--- src/rtl/smc_obv_ctrl.sv ---
// Sliding-mode position controller feeding the SMC disturbance observer.
// One sample per tick is computed on a single time-shared 32x16 multiplier, then handed off via start/done.
//
// state    | meaning
// ---------+------------------------------------------------------
// S_IDLE   | waiting for tick; captures all inputs on tick
// S_ERR    | e = theta_ref - theta, de = dtheta_ref - dtheta
// S_MULC   | ce = (C*e) >>> 7
// S_SURF   | s = ce + de, ss = clamp(s, +-PHI)
// S_MULKS  | ts = (KS*ss) >>> 7
// S_MULKP  | tp = (KP*s) >>> 7
// S_SUM    | ur = ts + tp - dp
// S_CLAMP  | u = clamp(ur, +-UMAX), sat_flag
// S_START  | start strobe, observer latches u
// S_WAIT   | observer settle, OBS_LAT cycles
// S_DONE   | done strobe, observer commits
module smc_obv_ctrl #(
  parameter logic signed [15:0] C       = 16'sd50,
  parameter logic signed [15:0] KS      = 16'sd128,
  parameter logic signed [15:0] KP      = 16'sd64,
  parameter logic signed [31:0] PHI     = 32'sd256,
  parameter logic signed [31:0] UMAX    = 32'sd20000,
  parameter int                 OBS_LAT = 4
) (
  input  logic               clk,
  input  logic               rst_n,
  input  logic               stop_rst,
  input  logic               tick,
  input  logic signed [31:0] theta_ref,
  input  logic signed [31:0] theta,
  input  logic signed [31:0] dtheta_ref,
  input  logic signed [31:0] dtheta,
  input  logic signed [31:0] dp,
  output logic signed [31:0] u,
  output logic               start,
  output logic               done,
  output logic               busy,
  output logic               sat_flag,
  output logic               overrun
);

  localparam int CW = $clog2(OBS_LAT + 1);

  typedef enum logic [3:0] {
    S_IDLE, S_ERR, S_MULC, S_SURF, S_MULKS, S_MULKP,
    S_SUM, S_CLAMP, S_START, S_WAIT, S_DONE
  } state_t;

  state_t state, state_nxt;
  logic [CW-1:0] wait_cnt;

  logic signed [31:0] cap_tr, cap_t, cap_dtr, cap_dt, cap_dp;
  logic signed [31:0] e, de, ce, s, ss, ts, tp, ur;

  logic signed [31:0] mul_a;
  logic signed [15:0] mul_b;
  logic signed [47:0] mul_p;
  logic signed [47:0] mul_sh;
  logic signed [31:0] mul_q;

  function automatic logic signed [47:0] ext32(input logic signed [31:0] x);
    return {{16{x[31]}}, x};
  endfunction

  function automatic logic signed [47:0] ext16(input logic signed [15:0] x);
    return {{32{x[15]}}, x};
  endfunction

  function automatic logic signed [31:0] sat48(input logic signed [47:0] x);
    if (x > 48'sd2147483647)
      return 32'sh7fffffff;
    else if (x < -48'sd2147483648)
      return 32'sh80000000;
    else
      return x[31:0];
  endfunction

  function automatic logic signed [31:0] sadd(input logic signed [31:0] a, input logic signed [31:0] b);
    return sat48(ext32(a) + ext32(b));
  endfunction

  function automatic logic signed [31:0] ssub(input logic signed [31:0] a, input logic signed [31:0] b);
    return sat48(ext32(a) - ext32(b));
  endfunction

  function automatic logic signed [31:0] clamp(input logic signed [31:0] x, input logic signed [31:0] lim);
    if (x > lim)
      return lim;
    else if (x < -lim)
      return -lim;
    else
      return x;
  endfunction

  // The only multiplier; operands are steered by the current state.
  always_comb begin
    mul_a = '0;
    mul_b = '0;
    case (state)
      S_MULC:  begin mul_a = e;  mul_b = C;  end
      S_MULKS: begin mul_a = ss; mul_b = KS; end
      S_MULKP: begin mul_a = s;  mul_b = KP; end
      default: ;
    endcase
  end

  assign mul_p  = ext32(mul_a) * ext16(mul_b);
  assign mul_sh = mul_p >>> 7;
  assign mul_q  = sat48(mul_sh);

  always_ff @(posedge clk) begin
    if (!rst_n || stop_rst)
      state <= S_IDLE;
    else
      state <= state_nxt;
  end

  always_comb begin
    state_nxt = state;
    start     = 1'b0;
    done      = 1'b0;
    busy      = (state != S_IDLE);
    case (state)
      S_IDLE:  if (tick) state_nxt = S_ERR;
      S_ERR:   state_nxt = S_MULC;
      S_MULC:  state_nxt = S_SURF;
      S_SURF:  state_nxt = S_MULKS;
      S_MULKS: state_nxt = S_MULKP;
      S_MULKP: state_nxt = S_SUM;
      S_SUM:   state_nxt = S_CLAMP;
      S_CLAMP: state_nxt = S_START;
      S_START: begin
        start     = 1'b1;
        state_nxt = S_WAIT;
      end
      S_WAIT:  if (wait_cnt == '0) state_nxt = S_DONE;
      S_DONE: begin
        done      = 1'b1;
        state_nxt = S_IDLE;
      end
      default: state_nxt = S_IDLE;
    endcase
  end

  always_ff @(posedge clk) begin
    if (!rst_n || stop_rst) begin
      cap_tr   <= '0;
      cap_t    <= '0;
      cap_dtr  <= '0;
      cap_dt   <= '0;
      cap_dp   <= '0;
      e        <= '0;
      de       <= '0;
      ce       <= '0;
      s        <= '0;
      ss       <= '0;
      ts       <= '0;
      tp       <= '0;
      ur       <= '0;
      u        <= '0;
      sat_flag <= 1'b0;
      overrun  <= 1'b0;
      wait_cnt <= '0;
    end else begin
      if (tick && state != S_IDLE)
        overrun <= 1'b1;
      case (state)
        S_IDLE: if (tick) begin
          cap_tr  <= theta_ref;
          cap_t   <= theta;
          cap_dtr <= dtheta_ref;
          cap_dt  <= dtheta;
          cap_dp  <= dp;
        end
        S_ERR: begin
          e  <= ssub(cap_tr, cap_t);
          de <= ssub(cap_dtr, cap_dt);
        end
        S_MULC:  ce <= mul_q;
        S_SURF: begin
          s  <= sadd(ce, de);
          ss <= clamp(sadd(ce, de), PHI);
        end
        S_MULKS: ts <= mul_q;
        S_MULKP: tp <= mul_q;
        S_SUM:   ur <= ssub(sadd(ts, tp), cap_dp);
        S_CLAMP: begin
          u        <= clamp(ur, UMAX);
          sat_flag <= (ur > UMAX) || (ur < -UMAX);
        end
        // Down-counter: WAIT lasts exactly OBS_LAT cycles.
        S_START: wait_cnt <= CW'(OBS_LAT - 1);
        S_WAIT:  if (wait_cnt != '0) wait_cnt <= wait_cnt - CW'(1);
        default: ;
      endcase
    end
  end

endmodule
--- config.mk ---
export PLATFORM = sky130hd
export DESIGN_NAME = smc_obv_ctrl
export DESIGN_NICKNAME = d
export VERILOG_FILES = /design/src/rtl/smc_obv_ctrl.sv
export SDC_FILE = /design/constraint.sdc
export NUM_CORES = 2
export LEC_CHECK = 0
export ABC_AREA = 0
export CAP_MARGIN = 15
export CELL_PAD_IN_SITES_DETAIL_PLACEMENT = 1
export CELL_PAD_IN_SITES_GLOBAL_PLACEMENT = 2
export CORE_MARGIN = 3
export CORE_UTILIZATION = 36
export DETAILED_ROUTE_END_ITERATION = 8
export GPL_ROUTABILITY_DRIVEN = 1
export PLACE_DENSITY = 0.79
export SLEW_MARGIN = 25
export SYNTH_ARGS = -nofsm -noshare
export SYNTH_HDL_FRONTEND = slang
export SYNTH_SLANG_ARGS = --single-unit
--- constraint.sdc ---
create_clock -name clk -period 8.8 [get_ports clk]
set_clock_uncertainty 0.2 [all_clocks]
set_input_delay 2.2 -clock clk [delete_from_list [all_inputs] [get_ports clk]]
set_output_delay 2.2 -clock clk [all_outputs]
set_load 0.01 [all_outputs]
==> results.ini <==
[status]
outcome=complete, no violations

[timing]
setup_tns_ns=0
layout_min_cycle_time_ns=8.02
fin_crit_sh_pct=91.1
tightest_slew_ns=1.13
relSlewSlack_pct=24.7
setup-violations-final=0
grt_setup_unrepaired=no
fmax_mhz=125
final-max-slew-violation-count=0
fin_ws_ns=0.785
hold_viol=0

[global_routing]
grt_use_total_pct=22.2
grt_pass1_vias=28600
grt_pass1_wl_mm=163
grt_max_degree=213
grt_overflow_total=0
antenna_found_initial=3

[routing]
wl_mm=103
drt_iter0_drc=1476
wire_per_inst_um=19.5
vias_per_cell=5.37
remaining_drc_errors=0
dr.pass1.iters=7
antenna_left=0
vias=28400

[logic_synthesis]
synth.area.top_cells=dfxtp_1, ha_1, a21oi_1, fa_1, o21ai_0
synth_cell_types=78
ys.flop_type=dfxtp_1
synth_area_per_cell_um2=7.85
ys_seq_elements=457
yosysTopAreaCellShare_pct=29.0
synthArstFlopShare_pct=0
ys_warn_count=0
synth_area_leader_cell=dfxtp_1
synth_edf_count=0
syn_inst=4020
synth_nets=4581
ys_seq_area_share_pct=29.0
syn_area_um2=31600

[clocking]
ctsHoldBuffers=0
clk_pin_slew_ns=0.06
htree_num_levels=2
clock-root-buffer=clkbuf_16
cts_tree=built
clockBufferDepth=3
numCtsBuffers=54
cts_sinks=457
post_cts_resized=0
clk_latency_ns=0.64
post_cts.repair.setup_buffers=0

[place]
place_ws_ns=0.832
port-buffer-count=200
place_congestion=0.837
dp_hpwl_mm=78.2
placedInstanceArea_um2=34600

[setup_path]
required_ns=9.10
crit_arrival_ns=8.32
worstSetupPathType=flip-flop to flip-flop
crit_path_max_incr_delay_ns=0.74
critPathLaunchType=flip-flop
slowest_stage=xnor2_4
worst_path_most_repeated_cell=a21oi_1
worst_setup_path_end_kind=flip-flop
rr_worst_depth=28
critPathMaxFanout=30

[run]
maxCapViolCount=0

[worst_hold_path]
hp-class=flip-flop to flip-flop
min_delay_path_depth=2

[cells_and_area]
drive_above_1_share_pct=4.16
layout.nets=4655
fillers=10400
area_growth_pct=15.6
ff_latch_area_um2=9150
multiInputGateArea_um2=20600
fin_area_um2=36500

[die]
ioPinCount=201
rows=107
fp.dieW_um=302
die_area_um2=91300
die_height_um=302
core_area_um2=86100
start_util_pct=36.7

[power]
power.density_nw_per_um2=151
leakagePower_nw=15.5
peakVddDrop_uv=135
p_seq_share_pct=38.7
p_comb_share_pct=18.3
switching_power_mw=1.61
power.share.clock_pct=43.0
p_int_mw=3.90
switching_share_pct=29.1

-- cell usage after synthesis, types with 5 or more instances --
| cell | count |
|---|---|
| or3_1 | 13 |
| nor2_1 | 157 |
| nand2_1 | 478 |
| nor2b_1 | 23 |
| fa_1 | 98 |
| nor3_1 | 42 |
| xnor2_1 | 114 |
| nor3b_1 | 7 |
| mux2i_1 | 6 |
| or2_2 | 12 |
| a22oi_1 | 11 |
| nor4_1 | 14 |
| dfxtp_1 | 457 |
| a2111oi_0 | 6 |
| a31oi_1 | 34 |
| o211ai_1 | 37 |
| a21o_1 | 87 |
| o21a_1 | 42 |
| nand2b_1 | 29 |
| maj3_1 | 46 |
| a21oi_1 | 661 |
| nand3_1 | 34 |
| o21ai_1 | 27 |
| xor2_1 | 52 |
| buf_2 | 6 |
| o31ai_1 | 16 |
| and2_1 | 103 |
| inv_1 | 328 |
| nand4_1 | 21 |
| and3_1 | 26 |
| a211o_1 | 8 |
| o21bai_1 | 28 |
| a41oi_1 | 5 |
| or4_1 | 9 |
| ha_1 | 299 |
| o21ai_0 | 370 |
| clkbuf_1 | 203 |
| a211oi_1 | 36 |
-- flip-flops by register name, indices dropped and copies added (netlist names) --
name      cells
cap_dp       32
cap_dt       32
cap_dtr      32
cap_t        32
cap_tr       32
ce           32
de           32
e            32
s            32
ss           32
tp           32
ts           32
u            32
ur           32
state         4
wait_cnt      3
overrun       1
sat_flag      1
-- critical path, delay by kind of cell, from the launching register on --
kind | cells | cell delay, ns
DFF | 1 | 0.34
and+or+nand+nor | 6 | 1.43
AOI/OAI and AO/OA | 16 | 3.91
xor gates and xnor gates | 1 | 0.74
buffers and inverters | 1 | 0.07
adders and majority gates | 4 | 1.19
-- cells in the final DEF, fill, tap and decap left out, types with 14 or more instances in the layout --
| cell type | n |
|---|---|
| a211oi_1 | 36 |
| a21o_1 | 87 |
| a21oi_1 | 661 |
| a31oi_1 | 33 |
| and2_1 | 103 |
| and3_1 | 25 |
| buf_4 | 27 |
| clkbuf_16 | 54 |
| clkdlybuf4s50_1 | 200 |
| dfxtp_1 | 457 |
| fa_1 | 98 |
| ha_1 | 299 |
| inv_1 | 328 |
| maj3_1 | 46 |
| nand2_1 | 477 |
| nand2b_1 | 28 |
| nand3_1 | 33 |
| nand4_1 | 21 |
| nor2_1 | 154 |
| nor2b_1 | 22 |
| nor3_1 | 40 |
| nor4_1 | 14 |
| o211ai_1 | 37 |
| o21a_1 | 42 |
| o21ai_0 | 369 |
| o21ai_1 | 27 |
| o21bai_1 | 28 |
| o31ai_1 | 15 |
| xnor2_1 | 111 |
| xor2_1 | 52 |
-- through the flow --
| stage | instances | power [mW] | util, % | hold WS (ns) |
|---|---|---|---|---|
| floorplan | 4020 | 2.87 | - | 0.217 |
| global placement | 5182 | 3.18 | 40.2 | 0.233 |
| detailed placement | 5182 | 3.19 | 40.2 | 0.242 |
| CTS | 5283 | 5.59 | 42.4 | 0.250 |
| global route | 5283 | 5.79 | 42.4 | 0.269 |
| finish | 5286 | 5.51 | 42.4 | 0.247 |
-- worst paths after layout --
| check | startpoint | to | slack [ns] |
|---|---|---|---|
| setup / recovery | tp[0]$_SDFFE_PP0N_ | ur[24]$_SDFFE_PP0P_ | 0.78 |
| hold / removal | ss[17]$_SDFFE_PP0P_ | ss[17]$_SDFFE_PP0P_ | 0.25 |
| setup reg to reg | tp[0]$_SDFFE_PP0N_ | ur[24]$_SDFFE_PP0P_ | 0.78 |
| hold reg to reg | ss[17]$_SDFFE_PP0P_ | ss[17]$_SDFFE_PP0P_ | 0.25 |
-- routing by layer --
metal | vias up | share of wire [%] | global-route usage, %
met5 | - | 0 | 0
met2 | 399 | 46 | 37.0
met1 | 13800 | 48 | 31.0
met4 | 0 | 2.1 | 5.08
li1 | 14100 | - | -
met3 | 89 | 3.8 | 2.43
-- kinds of logic (layout without fill, tap and decap cells) --
family / Yosys count / count (layout) / share of synthesized area (%)
AOI/OAI and AO/OA: 1416 / 1416 / 25.6
xor gates and xnor gates: 166 / 166 / 4.60
adders and majority gates: 443 / 443 / 19.5
buffers and inverters: 540 / 659 / 6.44
DFF: 457 / 457 / 29.0
muxes: 10 / 10 / 0.333
other: 0 / 3 / 0
and+or+nand+nor: 988 / 988 / 14.5
-- power by group through the flow --
stage | sequential (mW) | combinational [mW] | clock, mW
global route | 2.14 | 1.14 | 2.51
detailed placement | 2.18 | 1.01 | 0
CTS | 2.13 | 1.02 | 2.44
finish | 2.13 | 1.01 | 2.37
global placement | 2.18 | 1.01 | 0
floorplan | 2.17 | 0.709 | 0
-- final cells by class --
| type | instances | area share [%] |
|---|---|---|
| clock inverters | 22 | 0.782 |
| multi-input cells | 3023 | 56.3 |
| repair buffers | 230 | 6.20 |
| inverters | 328 | 3.37 |
| well taps | 1144 | 3.92 |
| diodes | 3 | 0.0206 |
| clock buffers | 79 | 4.32 |
| flip-flops and latches | 457 | 25.1 |
No activity file was read; power rests on OpenSTA's default activity.
